$ cat config.mk
export PLATFORM = sky130hd
export DESIGN_NAME = nonce_scheduler
export DESIGN_NICKNAME = d
export VERILOG_FILES = /design/src/rtl/sha_sched_pkg.sv /design/src/rtl/prio_enc.sv /design/src/rtl/nonce_scheduler.sv
export SDC_FILE = /design/constraint.sdc
export NUM_CORES = 1
export LEC_CHECK = 0
export BUFFER_PORTS_ARGS = -buffer_cell sky130_fd_sc_hd__buf_2
export CORE_ASPECT_RATIO = 0.6
export CORE_MARGIN = 2
export CORE_UTILIZATION = 50
export CTS_BUF_LIST = sky130_fd_sc_hd__clkbuf_4 sky130_fd_sc_hd__clkbuf_8
export DETAILED_ROUTE_END_ITERATION = 16
export HOLD_SLACK_MARGIN = 0.15
export PLACE_DENSITY = 0.72
export SLEW_MARGIN = 40
export SYNTH_ARGS = -nofsm -noshare
export SYNTH_HDL_FRONTEND = slang
export SYNTH_SLANG_ARGS = --single-unit
$ cat constraint.sdc
create_clock -name clk -period 7.13 [get_ports clk]
set_clock_uncertainty 0.2 [all_clocks]
set_input_delay 0.713 -clock clk [delete_from_list [all_inputs] [get_ports clk]]
set_output_delay 0.713 -clock clk [all_outputs]
set_load 0.01 [all_outputs]
$ cat src/rtl/sha_sched_pkg.sv
// Shared types and width constants for the nonce scheduler.
package sha_sched_pkg;

  localparam int NUM_CORES_DEF = 4;
  localparam int NONCE_W       = 32;
  localparam int COUNT_W       = 16;
  localparam int H0_W          = 32;

  typedef enum logic [1:0] {
    ST_IDLE,
    ST_RUN,
    ST_DRAIN,
    ST_FINISH
  } state_t;

endpackage

$ cat src/rtl/prio_enc.sv
// Lowest-set-bit priority encoder with a valid flag.
module prio_enc
  import sha_sched_pkg::*;
#(
  parameter int W     = NUM_CORES_DEF,
  parameter int IDX_W = (W > 1) ? $clog2(W) : 1
) (
  input  logic [W-1:0]     req,
  output logic [IDX_W-1:0] idx,
  output logic             valid
);

  // Scan from the top so the lowest set bit is the last one written.
  always_comb begin
    idx   = '0;
    valid = 1'b0;
    for (int i = W - 1; i >= 0; i--) begin
      if (req[i]) begin
        idx   = IDX_W'(i);
        valid = 1'b1;
      end
    end
  end

endmodule

$ cat src/rtl/nonce_scheduler.sv
// Dispatches a range of nonces across a pool of shared SHA-256 cores,
// counts completed hashes and captures the first result below target.
//
// state     | meaning
// ----------+-----------------------------------------------------------
// ST_IDLE   | waiting for cfg_start; results from last job held
// ST_RUN    | issuing nonces to idle cores, lowest index first
// ST_DRAIN  | no more issues; waiting for busy cores to finish
// ST_FINISH | one-cycle done pulse, then back to idle
module nonce_scheduler
  import sha_sched_pkg::*;
#(
  parameter int NUM_CORES = NUM_CORES_DEF
) (
  input  logic                      clk,
  input  logic                      reset_n,
  input  logic                      cfg_start,
  input  logic [NONCE_W-1:0]        cfg_nonce_base,
  input  logic [COUNT_W-1:0]        cfg_nonce_count,
  input  logic [H0_W-1:0]           cfg_target,
  input  logic                      cfg_abort,
  output logic [NUM_CORES-1:0]      core_start,
  output logic [NONCE_W-1:0]        core_nonce,
  input  logic [NUM_CORES-1:0]      core_done,
  input  logic [NUM_CORES*H0_W-1:0] core_h0,
  output logic                      busy,
  output logic                      done,
  output logic                      found,
  output logic [NONCE_W-1:0]        found_nonce,
  output logic [COUNT_W-1:0]        hash_count
);

  localparam int IDX_W = (NUM_CORES > 1) ? $clog2(NUM_CORES) : 1;

  state_t               state_q;
  logic [NONCE_W-1:0]   base_q;
  logic [COUNT_W-1:0]   count_q;
  logic [H0_W-1:0]      target_q;
  logic [COUNT_W-1:0]   issued_q;
  logic [NUM_CORES-1:0] core_busy_q;
  logic [NONCE_W-1:0]   nonce_rec [NUM_CORES];

  logic [NUM_CORES-1:0] done_eff;
  logic [NUM_CORES-1:0] busy_after;
  logic [NUM_CORES-1:0] avail;
  logic [NUM_CORES-1:0] hit_vec;
  logic [COUNT_W-1:0]   done_pop;
  logic [IDX_W-1:0]     idle_idx;
  logic                 idle_ok;
  logic [IDX_W-1:0]     hit_idx;
  logic                 hit_ok;
  logic [NONCE_W-1:0]   next_nonce;
  logic                 all_issued;

  // Done pulses only count for cores we actually started; a core freed this
  // cycle is immediately eligible for the next issue.
  always_comb begin
    done_eff   = core_done & core_busy_q;
    busy_after = core_busy_q & ~done_eff;
    avail      = ~busy_after;
    done_pop   = '0;
    hit_vec    = '0;
    for (int i = 0; i < NUM_CORES; i++) begin
      done_pop   = done_pop + COUNT_W'(done_eff[i]);
      hit_vec[i] = done_eff[i] && (core_h0[i*H0_W +: H0_W] < target_q);
    end
  end

  assign next_nonce = base_q + NONCE_W'(issued_q);
  assign all_issued = (issued_q == count_q);
  assign busy       = (state_q != ST_IDLE);

  prio_enc #(.W(NUM_CORES), .IDX_W(IDX_W)) u_idle_sel (
    .req   (avail),
    .idx   (idle_idx),
    .valid (idle_ok)
  );

  prio_enc #(.W(NUM_CORES), .IDX_W(IDX_W)) u_hit_sel (
    .req   (hit_vec),
    .idx   (hit_idx),
    .valid (hit_ok)
  );

  // Job sequencing, core dispatch and result accounting.
  always_ff @(posedge clk or negedge reset_n) begin
    if (!reset_n) begin
      state_q     <= ST_IDLE;
      base_q      <= '0;
      count_q     <= '0;
      target_q    <= '0;
      issued_q    <= '0;
      core_busy_q <= '0;
      core_start  <= '0;
      core_nonce  <= '0;
      done        <= 1'b0;
      found       <= 1'b0;
      found_nonce <= '0;
      hash_count  <= '0;
      for (int i = 0; i < NUM_CORES; i++) nonce_rec[i] <= '0;
    end else begin
      core_start  <= '0;
      core_nonce  <= '0;
      done        <= 1'b0;
      core_busy_q <= busy_after;

      if (state_q == ST_RUN || state_q == ST_DRAIN) begin
        hash_count <= hash_count + done_pop;
        if (hit_ok && !found) begin
          found       <= 1'b1;
          found_nonce <= nonce_rec[hit_idx];
        end
      end

      case (state_q)
        ST_IDLE: begin
          if (cfg_start) begin
            base_q      <= cfg_nonce_base;
            count_q     <= cfg_nonce_count;
            target_q    <= cfg_target;
            found       <= 1'b0;
            found_nonce <= '0;
            hash_count  <= '0;
            if (cfg_nonce_count == '0) begin
              issued_q <= '0;
              state_q  <= ST_DRAIN;
            end else begin
              // Every core is idle here, so the first issue needs no check.
              core_start             <= NUM_CORES'(1) << idle_idx;
              core_nonce             <= cfg_nonce_base;
              core_busy_q[idle_idx]  <= 1'b1;
              nonce_rec[idle_idx]    <= cfg_nonce_base;
              issued_q               <= COUNT_W'(1);
              state_q                <= ST_RUN;
            end
          end
        end
        ST_RUN: begin
          if (cfg_abort || hit_ok || all_issued) begin
            state_q <= ST_DRAIN;
          end else if (idle_ok) begin
            core_start             <= NUM_CORES'(1) << idle_idx;
            core_nonce             <= next_nonce;
            core_busy_q[idle_idx]  <= 1'b1;
            nonce_rec[idle_idx]    <= next_nonce;
            issued_q               <= issued_q + COUNT_W'(1);
          end
        end
        ST_DRAIN: begin
          if (busy_after == '0) begin
            state_q <= ST_FINISH;
            done    <= 1'b1;
          end
        end
        ST_FINISH: begin
          state_q <= ST_IDLE;
        end
        default: state_q <= ST_IDLE;
      endcase
    end
  end

endmodule

---- Word level (Yosys, flattened, before mapping) ----
Cells that the tools add are included.
storage, ports and cells
  output and inout bits ................... 87
  logic and storage cells ................. 137
  bits of input ports ..................... 216
  bits in registers ....................... 316
operators by class
  reduce and logical (&&, ||, !) cells .... 20
  magnitude comparators ................... 9
  equal/unequal tests ..................... 10
  bitwise operators ....................... 7
  add/sub/neg operators ................... 6
  multiplexer cells ....................... 68
  shift operators ......................... 1
operator list
  kind                                            number
  two-way mux 128 bit                             4
  two-way mux 32 bit                              11
  bitwise mux 128 bit                             2
  one-hot mux 128 bit (2 select lines)            1
  < comparator 32 bit                             4
  two-way mux 16 bit                              6
  binary-select mux 32 bit (select 2 bit)         1
  demux 32 bit (select 2 bit)                     1
  one-hot mux 32 bit (2 select lines)             1
  adder 32 x 16 -> 32 bit                         1
  two-way mux 4 bit                               8
  one-hot mux 16 bit (2 select lines)             1
  two-way mux 2 bit                               12
  adder 16 x 1 -> 16 bit (second input constant)  1
  adder 16 x 4 -> 16 bit                          1
  equality test 16 bit                            1
  logical NOT 16 bit                              1
  two-way mux 1 bit                               16
  one-hot mux 4 bit (2 select lines)              2
  AND 4 bit                                       2
  inequality test 2 bit (second input constant)   4
  inverter 4 bit                                  2
  one-hot mux 2 bit (4 select lines)              1
  logical AND 1 bit                               7
  other kinds (23)                                30

---- Logic depth before layout (Yosys ltp) ----
Gate-level depths: netlist (run 1).
  depth after elaboration ................. 17
  depth in mapped cells ................... 14
  gate-level depth less buffers ........... 11

---- By module ----
Synthesis (run 1) repeated with hierarchy kept, for this count alone.
second synthesis, totals
  cell total of the unflattened synthesis .. 1711
  area, all modules ....................... 17797.1 µm²
modules (own cells, without submodules)
  module           area an instance (µm²)  seq. area each (µm²)  instances  cells an instance
  nonce_scheduler  17727.0                 7907.6                1          1697
  prio_enc         35.0                    0.0                   2          7

---- Worst setup path before layout (run 1) ----
OpenSTA, ideal clock, no wires.
  kind .................................... input to register
  start point ............................. in core_h0[101]
  end point ............................... reg nonce_rec[62] in the netlist's numbering
  setup slack ............................. 3.409 ns
  data required time ...................... 6.802 ns
  stages .................................. 12
  data arrival time ....................... 3.393 ns
  buffers on the path ..................... 2
  setup time .............................. 0.128 ns
  path through ............................ ha_1 > a21o_1 > a21o_1 > a21oi_1 > or2_1 > a2111oi_2 > o21ai_2 > or3_4 > buf_6 > a211oi_4 > buf_6 > mux2_1
on the way
  cells in the longest elaborated chain, start to end .. 10
ends and longest elaborated chain
  item                                    RTL line                text
  from (decl)                             nonce_scheduler.sv:25   input logic [NUM_CORES*H0_W-1:0] core_h0,
  < comparator 32 bit                     nonce_scheduler.sv:65   hit_vec[i] = done_eff[i] && (core_h0[i*H0_W +: H0_W] < target_q);
  logical AND 1 bit                       nonce_scheduler.sv:65
  two-way mux 1 bit (4 in a row)          prio_enc.sv:18          if (req[i]) begin
  logical OR 1 bit (2 in a row)           nonce_scheduler.sv:139  if (cfg_abort || hit_ok || all_issued) begin
  inequality test 2 bit (no source line)  -
  AND reduction 5 bit (no source line)    -
  to (signal, indexed assignment)         nonce_scheduler.sv:132  nonce_rec[idle_idx] <= cfg_nonce_base;
  to (signal, indexed assignment)         nonce_scheduler.sv:145  nonce_rec[idle_idx] <= next_nonce;
  to (decl)                               nonce_scheduler.sv:41   logic [NONCE_W-1:0] nonce_rec [NUM_CORES];
No other way between the ends.
A chain may end at the register's enable or synchronous reset.

---- Final worst setup path (run 1) ----
  start point ............................. reg target_q[15]
  end point ............................... reg nonce_rec[66] in the netlist's numbering
on the way
  cells in the longest elaborated chain, start to end .. 10
  elaborated cells between the ends (all ways) .. 16
  those cells by class .................... order compare (4); eq/ne (1); mux (4); reduce/logical (7)
ends and longest elaborated chain
  item                                      RTL line                text
  from (decl)                               nonce_scheduler.sv:38   logic [H0_W-1:0] target_q;
  from (signal assigned)                    nonce_scheduler.sv:120  target_q <= cfg_target;
  < comparator 32 bit                       nonce_scheduler.sv:65
  logical AND 1 bit                         nonce_scheduler.sv:65
  two-way mux 1 bit (3 in a row)            prio_enc.sv:18
  two-way mux 1 bit *                       prio_enc.sv:18
  logical OR 1 bit * (2 in a row)           nonce_scheduler.sv:139
  inequality test 2 bit (no source line) *  -
  AND reduction 5 bit (no source line) *    -
Every way passes the cells marked *; elsewhere a longest branch is shown, timed or not.

==> metrics.txt, run 1 <==
outcome=finished, final reports clean; Worst Max-Slew Pin Slew=0.751 ns; Clock Root Buffer=clkbuf_8; Period Utilization, post-route=61.9%; clk sinks=316; worst hold slack=0.179 ns; crit path capture type=flop; fillers=2916; GRT Util Overall=28.7%; cts bufs inserted=49; syn_nets=2081; nets=2444; wirelength, routed=53100 µm; post-synth top area share=44.7%; H-tree Lvls=2; share of layout cells above drive strength 1=22.4%; top cell type by total area after synthesis=dfrtp_1; Hold Fails Final Rpt=0; Pwr Density=369 nW/µm²; first drt pass iteration count=5; Initial Util=50.6%; RSZ-0062 raised after global routing=no; I/O pins=303; Peak VDD IR=0.182 mV; Port Buf Inserts=302; ys async rst share=100%; worst min-delay path class=input port to flop; CORE AREA=34900 µm²; RePlAce Congestion=0.953; sequential element share of the synthesized area=44.7%; setup slack after layout=2.72 ns; row cnt=53; ANT nets after route=0; global-route wire length before repair=81800 µm; Multi-input gate area=9110 µm²; gr ovfl total=0; crit start category=flop; Critical Path RT=7.40 ns; most numerous cell in the Yosys netlist=dfrtp_1; max-cap viol count=0; ys flop type=dfrtp_1; Slew Viols, Final=0; Die Wd=247 µm; Seq cells post-synth=316; full die area=37000 µm²; Ys Warns=0; via density per instance=5.70; DRC=0; Static Leak=11.0 nW; crit path time final=4.41 ns; initial antenna violation count=8; Post-DP HPWL=38000 µm; sequential cell area=7910 µm²; Commonest cells post-synth=dfrtp_1 (316), nand2_1 (235), ha_1 (145), mux2i_1 (102), inv_1 (94); Die H=150 µm; cts repair resizes=0; Setup CP Type=flop to flop; setup TNS=0 ns; pre-CTS setup slack=2.44 ns; CTS Buffer Depth=3; Final Setup Violations=0; routed len/inst=20.5 µm; Crit path arrival time=4.69 ns; fmax=227 MHz; synthesized area per cell=10.3 µm²; clock-pin slew on the worst setup and hold paths=0.06 ns; worst-path fanout max=32; Slew HR=49.9%; CTS tree=yes; Synth area leaders=dfrtp_1 (45%), ha_1 (10%), mux2i_1 (5.8%); vias in the first global route=14.7k; drt initial violations=1258; Syn Std Cell Area=17700 µm²; largest net degree at the start of global routing=158; Post-Synthesis Cells=1716; worst skew pair latency=0.61 ns; setup bufs post-CTS=0; number of synthesized flops with an enable pin=0; via total after detailed routing=14.8k; Layout area overhead=20.7%; number of distinct library cells after synthesis=66
critical path, cell delays in order, from the launching register on:
cell,delay [ns]
dfrtp_1,0.32
inv_1,0.13
ha_1,0.35
nand4_1,0.16
nor4_1,0.37
a2111oi_0,0.18
o21ai_1,0.41
nand3_1,0.31
or3_4,0.64
a211oi_4,0.28
buf_4,0.54
mux2_1,0.40
sequential cells by signal, summed over array words and instances (netlist names), 2 cells and up:
name	count
found_nonce	32
base_q	32
nonce_rec	128
count_q	16
core_nonce	32
state_q	2
core_busy_q	4
issued_q	16
target_q	32
core_start	4
hash_count	16
area by class of cell:
class / count / share of cell area, %
Clock inverter: 5 / 0.182
Clock buffer: 78 / 4.50
Sequential cell: 316 / 37.0
Tap cell: 467 / 2.74
Multi-Input combinational cell: 1232 / 42.7
Timing Repair Buffer: 386 / 11.1
Antenna cell: 8 / 0.0937
Inverter: 94 / 1.65
kinds of logic after synthesis:
| group | synth area share (%) |
|---|---|
| XOR/XNOR | 2.52 |
| flip-flops | 44.7 |
| multiplexers | 12.6 |
| buffers and inverters | 4.09 |
| AND/OR/NAND/NOR | 13.0 |
| AO/OA/AOI/OAI | 12.4 |
| adder cells (fa/ha/maj) | 10.7 |
cell usage in the layout, fill, tap and decap left out, types with 60 or more instances in the layout:
cell type	n
a21oi_1	62
buf_2	301
clkbuf_8	60
dfrtp_1	316
dlygate4sd3_1	64
ha_1	144
inv_1	94
mux2_1	65
mux2i_1	102
nand2_1	234
nor2_1	68
o21ai_0	89
where the power goes:
part / internal, mW / switching (mW) / total, mW / leakage (nW)
sequential: 2.41 / 0.390 / 2.80 / 4.01
clock: 0.850 / 0.741 / 1.59 / 0.533
combinational: 1.40 / 2.10 / 3.49 / 6.42
total: 4.66 / 3.23 / 7.88 / 11.0
repair_timing:
action                     in CTS  in global routing
setup endpoints to repair       0                  0
hold buffers                   64                  0
hold endpoints to repair      155                  0
metrics by stage:
stage                     util (%)  area (µm²)  total power [mW]  std cells
after CTS                     60.9       21300              7.85       2576
after global routing          61.1       21400              8.46       2586
after global placement        56.1       19600              6.06       2428
after detailed placement      56.2       19600              6.21       2429
after floorplan                  -       17700              5.07       1716
final                         61.1       21400              7.88       2586
worst paths after layout:
| path | from | endpoint | slack [ns] | cells past startpoint |
|---|---|---|---|---|
| min in group asynchronous | reset_n | target_q[18] | 0.49 | 2 |
| max in group asynchronous | reset_n | core_nonce[10] | 4.89 | 4 |
| worst min register to register | base_q[7] | base_q[7] | 0.28 | 2 |
| worst max-delay path | target_q[15] | nonce_rec[66] | 2.72 | 11 |
| worst max register to register | target_q[15] | nonce_rec[66] | 2.72 | 11 |
| worst min-delay path | cfg_target[26] | target_q[26] | 0.18 | 3 |
metal layers:
metal | GRT usage (%) | vias up | wire length (µm)
met5 | 0 | - | 0
met4 | 8.92 | 0 | 1220
met3 | 5.02 | 87 | 3830
met2 | 44.4 | 526 | 23700
met1 | 41.2 | 7256 | 24300
li1 | - | 6882 | -
Power figures use the tool's default switching activity.
==> run 2: changes to the inputs <==
Clock period 7.13 ns to 4.58 ns, I/O delays scaled along.
==> run 2 against run 1 <==
- sequential power rose by 55%
- critical path type unchanged
- via count rose by 0.27%
- global-route usage rose by 0.49 points
- first-iteration DRC count fell by 21%
==> metrics.txt, run 2 (synthesis gave the netlist of run 1 again) <==
via density per instance=5.65; Post-DP HPWL=39200 µm; Setup CP Type=flop to flop; most frequent cells in the layout=dfrtp_1 (316), buf_2 (301), nand2_1 (234), ha_1 (144), mux2i_1 (102); global-route wire length before repair=83200 µm; worst skew pair latency=0.59 ns; setup bufs post-CTS=0; share of layout cells above drive strength 1=22.4%; worst hold stages=6; CTS tree=yes; setup slack after layout=0.403 ns; Layout area overhead=22.6%; full die area=37000 µm²; ANT nets after route=0; Clock Root Buffer=clkbuf_8; clk sinks=316; RePlAce Congestion=0.942; fin util=62.1%; crit start category=flop; Multi-input gate area=9120 µm²; most common cell after layout, fill and taps aside=dfrtp_1; Slew Viols, Final=0; H-tree Lvls=2; nets=2474; Crit path arrival time=4.44 ns; # hold bufs at CTS=87; Worst Max-Slew Pin Slew=0.881 ns; worst hold slack=0.212 ns; sequential cell area=7910 µm²; max FFs per register=128; outcome=finished, final reports clean; Port Buf Inserts=302; RSZ-0062 raised after global routing=no; crit path time final=4.18 ns; worst-path fanout max=32; cts bufs inserted=49; Period Utilization, post-route=91.2%; Critical Path RT=4.84 ns; GRT Util Overall=29.2%; routed len/inst=20.5 µm; Pwr Density=566 nW/µm²; setup TNS=0 ns; fillers=2933; initial antenna violation count=8; gr ovfl total=0; Slew HR=41.2%; Die H=150 µm; clock-pin slew on the worst setup and hold paths=0.07 ns; Final Setup Violations=0; DRC=0; CORE AREA=34900 µm²; crit path capture type=flop; Peak VDD IR=0.337 mV; Largest Register=nonce_rec; fmax=239 MHz; largest net degree at the start of global routing=112; wirelength, routed=53600 µm; Worst R2R Path Depth=11; pre-CTS setup slack=0.305 ns; Static Leak=11.1 nW; Hold Fails Final Rpt=0; vias in the first global route=14.7k; row cnt=53; worst min-delay path class=input port to flop; drt initial violations=988; first drt pass iteration count=5; Initial Util=50.6%; cts repair resizes=0; max-cap viol count=0; via total after detailed routing=14.8k; CTS Buffer Depth=3; I/O pins=303; Die Wd=247 µm
==> run 2: worst max-delay path, stage by stage (launching register included) <==
cell and delay, ns:
dfrtp_1 0.33, inv_1 0.11, ha_1 0.33, nand4_1 0.18, nor4_1 0.37, a2111oi_0 0.16
o21ai_1 0.42, nand3_1 0.28, or3_4 0.64, a211oi_4 0.34, buf_12 0.28, mux2_2 0.38
==> run 2: layout make-up <==
cell class,instances,share of cell area (%)
Sequential cell,316,36.4
Inverter,94,1.63
Antenna cell,8,0.0923
Multi-Input combinational cell,1232,42.0
Clock inverter,8,0.329
Clock buffer,75,4.27
Timing Repair Buffer,416,12.5
Tap cell,467,2.69
==> run 2: power by group <==
| part | switching, mW | internal [mW] | total, mW |
|---|---|---|---|
| clock network | 1.12 | 1.34 | 2.46 |
| logic | 3.28 | 2.21 | 5.48 |
| registers | 0.577 | 3.75 | 4.33 |
==> run 2: final timing paths <==
kind / start / endpoint / slack, ns
max: target_q[13] / nonce_rec[16] / 0.40
min: cfg_abort / core_start[0] / 0.21
max reg2reg: target_q[13] / nonce_rec[16] / 0.40
min reg2reg: nonce_rec[92] / nonce_rec[92] / 0.28
max in group asynchronous: reset_n / nonce_rec[32] / 3.08
min in group asynchronous: reset_n / target_q[1] / 0.26
==> run 2: metrics by stage <==
stage          area (µm²)  power, mW  cells
3_3_place_gp        19800       9.46   2437
3_5_place_dp        19800       9.70   2438
2_1_floorplan       17700       7.90   1716
5_1_grt             21700       13.2   2616
4_1_cts             21700       12.3   2608
6_report            21700       12.3   2616
==> run 2: per-layer routing <==
metal,vias up,GRT usage (%),wire [µm]
li1,6937,-,-
met1,7297,41.8,24900
met2,455,44.6,23900
met3,102,5.51,3280
met4,0,9.97,1510
met5,-,0,0
